$ cat config.mk
export PLATFORM = sky130hd
export DESIGN_NAME = barrel_shifter
export DESIGN_NICKNAME = d
export VERILOG_FILES = /design/src/rtl/barrel_shifter.sv
export SDC_FILE = /design/constraint.sdc
export NUM_CORES = 1
export LEC_CHECK = 0
export ABC_AREA = 1
export ABC_CLOCK_PERIOD_IN_PS = 1800
export BUFFER_PORTS_ARGS = -buffer_cell sky130_fd_sc_hd__buf_4
export CAP_MARGIN = 20
export CORE_ASPECT_RATIO = 0.8
export CORE_MARGIN = 1
export CORE_UTILIZATION = 47
export CTS_CLUSTER_SIZE = 10
export DETAILED_ROUTE_END_ITERATION = 10
export PLACE_DENSITY = 0.79
export SYNTH_ARGS = -nofsm -noshare
export SYNTH_HDL_FRONTEND = slang
export SYNTH_SLANG_ARGS = --single-unit
$ cat constraint.sdc
create_clock -name CLK -period 1.8 [get_ports CLK]
set_clock_uncertainty 0.15 [all_clocks]
set_input_delay 0.27 -clock CLK [delete_from_list [all_inputs] [get_ports CLK]]
set_output_delay 0.27 -clock CLK [all_outputs]
set_load 0.005 [all_outputs]
$ cat src/rtl/barrel_shifter.sv
// Registered barrel shifter: SH_DIR=0 logical left, SH_DIR=1 arithmetic right.
// One-cycle latency; no backpressure, accepts a new operation every cycle.
module barrel_shifter #(
  parameter int WIDTH  = 5,
  parameter int WIDTH2 = 32
) (
  input  logic              CLK,
  input  logic              RST,
  input  logic              IN_VLD,
  input  logic              SH_DIR,
  input  logic [WIDTH-1:0]  SH_AMT,
  input  logic [WIDTH2-1:0] D_IN,
  output logic [WIDTH2-1:0] D_OUT,
  output logic              OUT_VLD
);

  logic [WIDTH:0][WIDTH2-1:0] stage;
  logic                       fill;

  // Sign fill comes from the original operand so every stage agrees on it.
  assign fill     = D_IN[WIDTH2-1];
  assign stage[0] = D_IN;

  for (genvar k = 0; k < WIDTH; k++) begin : g_stage
    localparam int S = 1 << k;
    logic [WIDTH2-1:0] shl;
    logic [WIDTH2-1:0] shr;

    assign shl          = {stage[k][WIDTH2-S-1:0], {S{1'b0}}};
    assign shr          = {{S{fill}}, stage[k][WIDTH2-1:S]};
    assign stage[k+1]   = SH_AMT[k] ? (SH_DIR ? shr : shl) : stage[k];
  end

  always_ff @(posedge CLK or posedge RST) begin
    if (RST) begin
      D_OUT   <= '0;
      OUT_VLD <= 1'b0;
    end else begin
      OUT_VLD <= IN_VLD;
      if (IN_VLD) begin
        D_OUT <= stage[WIDTH];
      end
    end
  end

endmodule

-- Word-level counts from Yosys, hierarchy flattened
Index checks and enable logic that the tools add are counted.
- bits of input ports: 41
- flip-flop bits (word level): 33
- logic and storage cells: 12
- mux-type cells: 10
- operator list (operator ; number):
    32-bit two-way mux ; 10

-- Logic depth before layout (Yosys ltp)
- word-level depth: 10
- gate-level depth with buffers: 16
- gate-level depth less buffers: 14

-- Worst setup path before layout
Ideal clock, no wire load.
- path kind: input port to flip-flop
- start: input port SH_DIR
- end: register D_OUT[26]
- arrival: 1.407 ns
- setup time: 0.117 ns
- required time: 1.533 ns
- stages on the path: 15
- buffers on the path: 3
- setup slack: 0.125 ns
- cells stage by stage: buf_6 > nand2_2 > inv_2 > buf_6 > buf_6 > a22oi_2 > nand2_1 > nand2_1 > nor2_1 > a21oi_1 > nand2_1 > nand2_1 > nand2_1 > nand3_1 > nand2_1
- cells in the longest elaborated chain, start to end: 10
- RTL lines (element ; line ; RTL):
    start, declared ; 10 ; input logic SH_DIR,
    32-bit two-way mux (9 in a row) ; 31 ; assign stage[k+1] = SH_AMT[k] ? (SH_DIR ? shr : shl) : stage[k];
    32-bit two-way mux (*) ; 31 ;
    end signal, assigned ; 41 ; D_OUT <= stage[WIDTH];
    end, declared ; 13 ; output logic [WIDTH2-1:0] D_OUT,
Every way passes the cells marked *; elsewhere a longest branch is shown, timed or not.
A chain may end at the register's enable or synchronous reset.

-- Worst setup path in the final report
Ends and elaborated chain as after synthesis.

==> impl_metrics.xml <==
<?xml version="1.0" encoding="UTF-8"?>
<metrics>
  <group name="critical_path">
    <metric name="worst-path-max-fanout" unit="">10</metric>
    <metric name="timing.critical_path.to_type" unit="">flop</metric>
    <metric name="critical-path-top-delay-family" unit="">simple AND/OR/NAND/NOR gates</metric>
    <metric name="worst_path_max_delay_cell" unit="">sky130_fd_sc_hd__buf_12</metric>
    <metric name="critical_path_required" unit="ns">1.84</metric>
    <metric name="timing.setup.critical_path_class" unit="">in2reg</metric>
    <metric name="crit_arrival" unit="ns">1.79</metric>
    <metric name="path_buf_inv" unit="">5</metric>
    <metric name="cpPeakStageDelay" unit="ns">0.14</metric>
    <metric name="crit_chain" unit="">buf_12 &gt; buf_12 &gt; nand2_2 &gt; inv_4 &gt; buf_12 &gt; buf_4 &gt; nand2_2 &gt; nand3_2 &gt; nand2_2 &gt; nand2_1 &gt; a21oi_1 &gt; nand2_1 &gt; nand2_1 &gt; nand2_1 &gt; nand3_2 &gt; nand2_1</metric>
    <metric name="critical-path-top-cell-by-count" unit="">sky130_fd_sc_hd__nand2_1</metric>
    <metric name="setup.worst_path.start_class" unit="">primary input</metric>
  </group>
  <group name="pwr">
    <metric name="power.leakage" unit="nW">2.917</metric>
    <metric name="sum_of_internal_switching_and_leakage_power" unit="mW">2.920</metric>
    <metric name="vdd_ir_drop_max" unit="uV">588.5</metric>
    <metric name="power.density_cell_area" unit="nW/um2">543.6</metric>
  </group>
  <group name="yosys">
    <metric name="netlist.area_leader.share" unit="">0.3746</metric>
    <metric name="synthCells" unit="">771</metric>
    <metric name="synthesis.yosys.warnings" unit="">0</metric>
    <metric name="yosys_register_bits" unit="">33</metric>
    <metric name="syn-cell-area" unit="um2">4219</metric>
    <metric name="cell_types_with_the_largest_area_share_after_synthesis" unit="">sky130_fd_sc_hd__nand2_1, sky130_fd_sc_hd__dfrtp_1, sky130_fd_sc_hd__nand3_1, sky130_fd_sc_hd__nand3_2, sky130_fd_sc_hd__a21oi_1</metric>
    <metric name="avg_synthesized_cell_area" unit="um2">5.472</metric>
    <metric name="synth.distinct_cells" unit="">22</metric>
    <metric name="yosysSeqAreaShare" unit="">0.1957</metric>
    <metric name="total_nets_after_synthesis" unit="">812</metric>
    <metric name="synth_area_leader_cell" unit="">sky130_fd_sc_hd__nand2_1</metric>
  </group>
  <group name="finish">
    <metric name="nets" unit="">888</metric>
    <metric name="antennaDiodeCount" unit="">0</metric>
    <metric name="drive_gt1_frac" unit="">0.2441</metric>
    <metric name="filler_cell_count" unit="">846</metric>
    <metric name="area_delta_synth_final" unit="%">27.31</metric>
    <metric name="postLayoutCoreUtil" unit="">0.6249</metric>
    <metric name="finalInstanceArea" unit="um2">5371</metric>
    <metric name="layoutNonFillerInstCount" unit="">960</metric>
  </group>
  <group name="hold_path">
    <metric name="worstHoldPathType" unit="">in2reg</metric>
  </group>
  <group name="clock_network">
    <metric name="clkLatencyLatePin" unit="ns">0.29</metric>
    <metric name="cts_sinks" unit="">33</metric>
    <metric name="clkTransAtPathRegs" unit="ns">0.07</metric>
    <metric name="cts.path.max_buffers" unit="">2</metric>
    <metric name="cts_tree" unit="">built</metric>
    <metric name="htree_levels" unit="">2</metric>
    <metric name="post_cts_setup_buffers" unit="">0</metric>
    <metric name="numCtsBuffers" unit="">5</metric>
    <metric name="ctsRootBufferMaster" unit="">sky130_fd_sc_hd__clkbuf_8</metric>
  </group>
  <group name="floorplanning">
    <metric name="die_h" unit="um">86.74</metric>
    <metric name="dieArea" unit="um2">9362</metric>
    <metric name="coreArea" unit="um2">8596</metric>
    <metric name="die_w" unit="um">107.9</metric>
    <metric name="design.portCount" unit="">74</metric>
    <metric name="floorplan.rows" unit="">30</metric>
    <metric name="effective_utilization_at_floorplan" unit="">0.4908</metric>
  </group>
  <group name="detailed_routing">
    <metric name="via_per_inst" unit="">5.756</metric>
    <metric name="final_antenna_net_count" unit="">0</metric>
    <metric name="post_drt_wl_per_cell" unit="um">15.83</metric>
    <metric name="starting_drt_drc_count" unit="">675</metric>
    <metric name="routed_wirelength" unit="um">15200</metric>
    <metric name="vias" unit="">5526</metric>
    <metric name="number_of_remaining_drc_errors" unit="">0</metric>
    <metric name="dr.pass1.iters" unit="">5</metric>
  </group>
  <group name="global_routing">
    <metric name="met1_usage" unit="">0.4635</metric>
    <metric name="busiest_layer" unit="">met2</metric>
    <metric name="grt_start_max_net_pins" unit="">45</metric>
    <metric name="overflow" unit="">0</metric>
    <metric name="grtUsageMet2" unit="">0.4790</metric>
    <metric name="grt_first_pass_wirelength" unit="um">23630</metric>
    <metric name="gr-usage-met3" unit="">0.06241</metric>
    <metric name="grt_use_total" unit="">0.3175</metric>
    <metric name="number_of_global_route_vias_before_repair" unit="">4718</metric>
    <metric name="grt_antenna_before_repair" unit="">0</metric>
  </group>
  <group name="placed_design">
    <metric name="place.gp.congestion" unit="">0.9944</metric>
    <metric name="post-place-ws" unit="ns">-0.2928</metric>
    <metric name="dp_hpwl" unit="um">10750</metric>
    <metric name="place.detailed.instances" unit="">945</metric>
    <metric name="numPortBuffers" unit="">73</metric>
    <metric name="post_dp_cell_area" unit="um2">4980</metric>
  </group>
  <group name="timing">
    <metric name="unrepaired_setup_endpoints_after_global_routing" unit="">true</metric>
    <metric name="slew-limit-headroom" unit="">0.7047</metric>
    <metric name="timing.fmax" unit="MHz">572.1</metric>
    <metric name="final_setup_violation_count" unit="">0</metric>
    <metric name="final-hold-violation-count" unit="">0</metric>
    <metric name="worst_hold_slack" unit="ns">0.05478</metric>
    <metric name="fin_setup_tns" unit="ns">0</metric>
    <metric name="slew_violations" unit="">0</metric>
    <metric name="post-route-min-period" unit="ns">1.748</metric>
    <metric name="post-route-period-util" unit="">0.9710</metric>
    <metric name="finalWorstSetupSlack" unit="ns">0.05217</metric>
    <metric name="tightestPinTransition" unit="ns">0.4429</metric>
  </group>
  <group name="outcome">
    <metric name="run_status" unit="">finished, final reports clean</metric>
  </group>
  <group name="flow_run">
    <metric name="drv.max_cap_violation_count" unit="">0</metric>
  </group>
</metrics>
[synthesized netlist by cell type]
| cell | number |
|---|---|
| sky130_fd_sc_hd__nor2_1 | 29 |
| sky130_fd_sc_hd__buf_2 | 18 |
| sky130_fd_sc_hd__a21oi_1 | 23 |
| sky130_fd_sc_hd__nand4_1 | 6 |
| sky130_fd_sc_hd__nand3_2 | 37 |
| sky130_fd_sc_hd__nand2_2 | 1 |
| sky130_fd_sc_hd__clkbuf_1 | 11 |
| sky130_fd_sc_hd__buf_6 | 10 |
| sky130_fd_sc_hd__inv_2 | 4 |
| sky130_fd_sc_hd__nand3_1 | 130 |
| sky130_fd_sc_hd__buf_1 | 5 |
| sky130_fd_sc_hd__nand2_1 | 421 |
| sky130_fd_sc_hd__inv_6 | 1 |
| sky130_fd_sc_hd__inv_1 | 8 |
| sky130_fd_sc_hd__dfrtp_1 | 33 |
| sky130_fd_sc_hd__clkinv_1 | 3 |
| sky130_fd_sc_hd__o21ai_0 | 1 |
| sky130_fd_sc_hd__a22oi_2 | 1 |
| sky130_fd_sc_hd__nor2_4 | 2 |
| sky130_fd_sc_hd__buf_4 | 8 |
| sky130_fd_sc_hd__o21ai_1 | 18 |
| sky130_fd_sc_hd__inv_4 | 1 |
[power breakdown]
group | leakage, nW | total, mW | internal [mW] | switching (mW)
sequential | 0.411 | 0.891 | 0.835 | 0.0556
combinational | 2.47 | 1.47 | 0.588 | 0.880
clock | 0.0395 | 0.561 | 0.275 | 0.286
[per-layer routing]
metal  wire (um)  vias up
met4         282        0
met3        1538       34
li1            -     2637
met2        6564      297
met5           0        -
met1        6815     2558
[placed cells by master (no fill, tap or decap)]
cell | synthesis | routed
sky130_fd_sc_hd__nand2_1 | 421 | 409
sky130_fd_sc_hd__nand3_1 | 130 | 110
sky130_fd_sc_hd__buf_4 | 8 | 105
sky130_fd_sc_hd__nand3_2 | 37 | 57
sky130_fd_sc_hd__dfrtp_1 | 33 | 33
sky130_fd_sc_hd__nor2_1 | 29 | 27
sky130_fd_sc_hd__a21oi_1 | 23 | 22
sky130_fd_sc_hd__o21ai_1 | 18 | 18
sky130_fd_sc_hd__nand2_2 | 1 | 13
sky130_fd_sc_hd__inv_1 | 8 | 8
sky130_fd_sc_hd__buf_12 | 0 | 8
sky130_fd_sc_hd__nand4_1 | 6 | 6
sky130_fd_sc_hd__clkbuf_8 | 0 | 5
sky130_fd_sc_hd__clkbuf_16 | 0 | 5
sky130_fd_sc_hd__inv_2 | 4 | 3
sky130_fd_sc_hd__clkinv_1 | 3 | 3
sky130_fd_sc_hd__clkbuf_1 | 11 | 3
sky130_fd_sc_hd__inv_8 | 0 | 2
sky130_fd_sc_hd__nor2_4 | 2 | 2
sky130_fd_sc_hd__nor2_2 | 0 | 2
sky130_fd_sc_hd__buf_6 | 10 | 2
sky130_fd_sc_hd__inv_4 | 1 | 1
sky130_fd_sc_hd__a22oi_2 | 1 | 1
sky130_fd_sc_hd__a21oi_2 | 0 | 1
sky130_fd_sc_hd__o21ai_0 | 1 | 1
sky130_fd_sc_hd__dlygate4sd3_1 | 0 | 1
[state kept, by name, summed over array words and instances (netlist names)]
name	cells
D_OUT	32
OUT_VLD	1
[timing repair]
item,4_1_cts,5_1_grt
pin swaps,0,7
hold buffers,1,0
setup endpoints to repair,1,32
cloned,0,6
resized for setup,1,42
hold endpoints to repair,33,0
[path summary, 6_finish.rpt]
check,depth (start not counted),start,endpoint,slack [ns]
max,16,SH_DIR,D_OUT[26],0.05
min,1,IN_VLD,OUT_VLD,0.05
max reg2reg,2,D_OUT[4],D_OUT[4],0.99
min reg2reg,2,D_OUT[11],D_OUT[11],0.33
max in group asynchronous,4,RST,D_OUT[30],0.70
min in group asynchronous,4,RST,D_OUT[7],0.48
[layout make-up]
| cell class | instances | area [um2] | share of cell area |
|---|---|---|---|
| flip-flops and latches | 33 | 825.8 | 0.1537 |
| multi-input cells | 669 | 3138 | 0.5842 |
| repair buffers | 121 | 1106 | 0.2059 |
| inverters | 17 | 81.33 | 0.01514 |
| well taps | 112 | 140.1 | 0.02609 |
| clock buffers | 8 | 80.08 | 0.01491 |
[logic make-up (layout without fill, tap and decap cells)]
logic type	Yosys count	after routing	synth area share
simple gates	626	626	0.6581
buf+inv	69	146	0.09342
compound gates	43	43	0.05279
flops	33	33	0.1957
(Power assumes the default switching activity.)
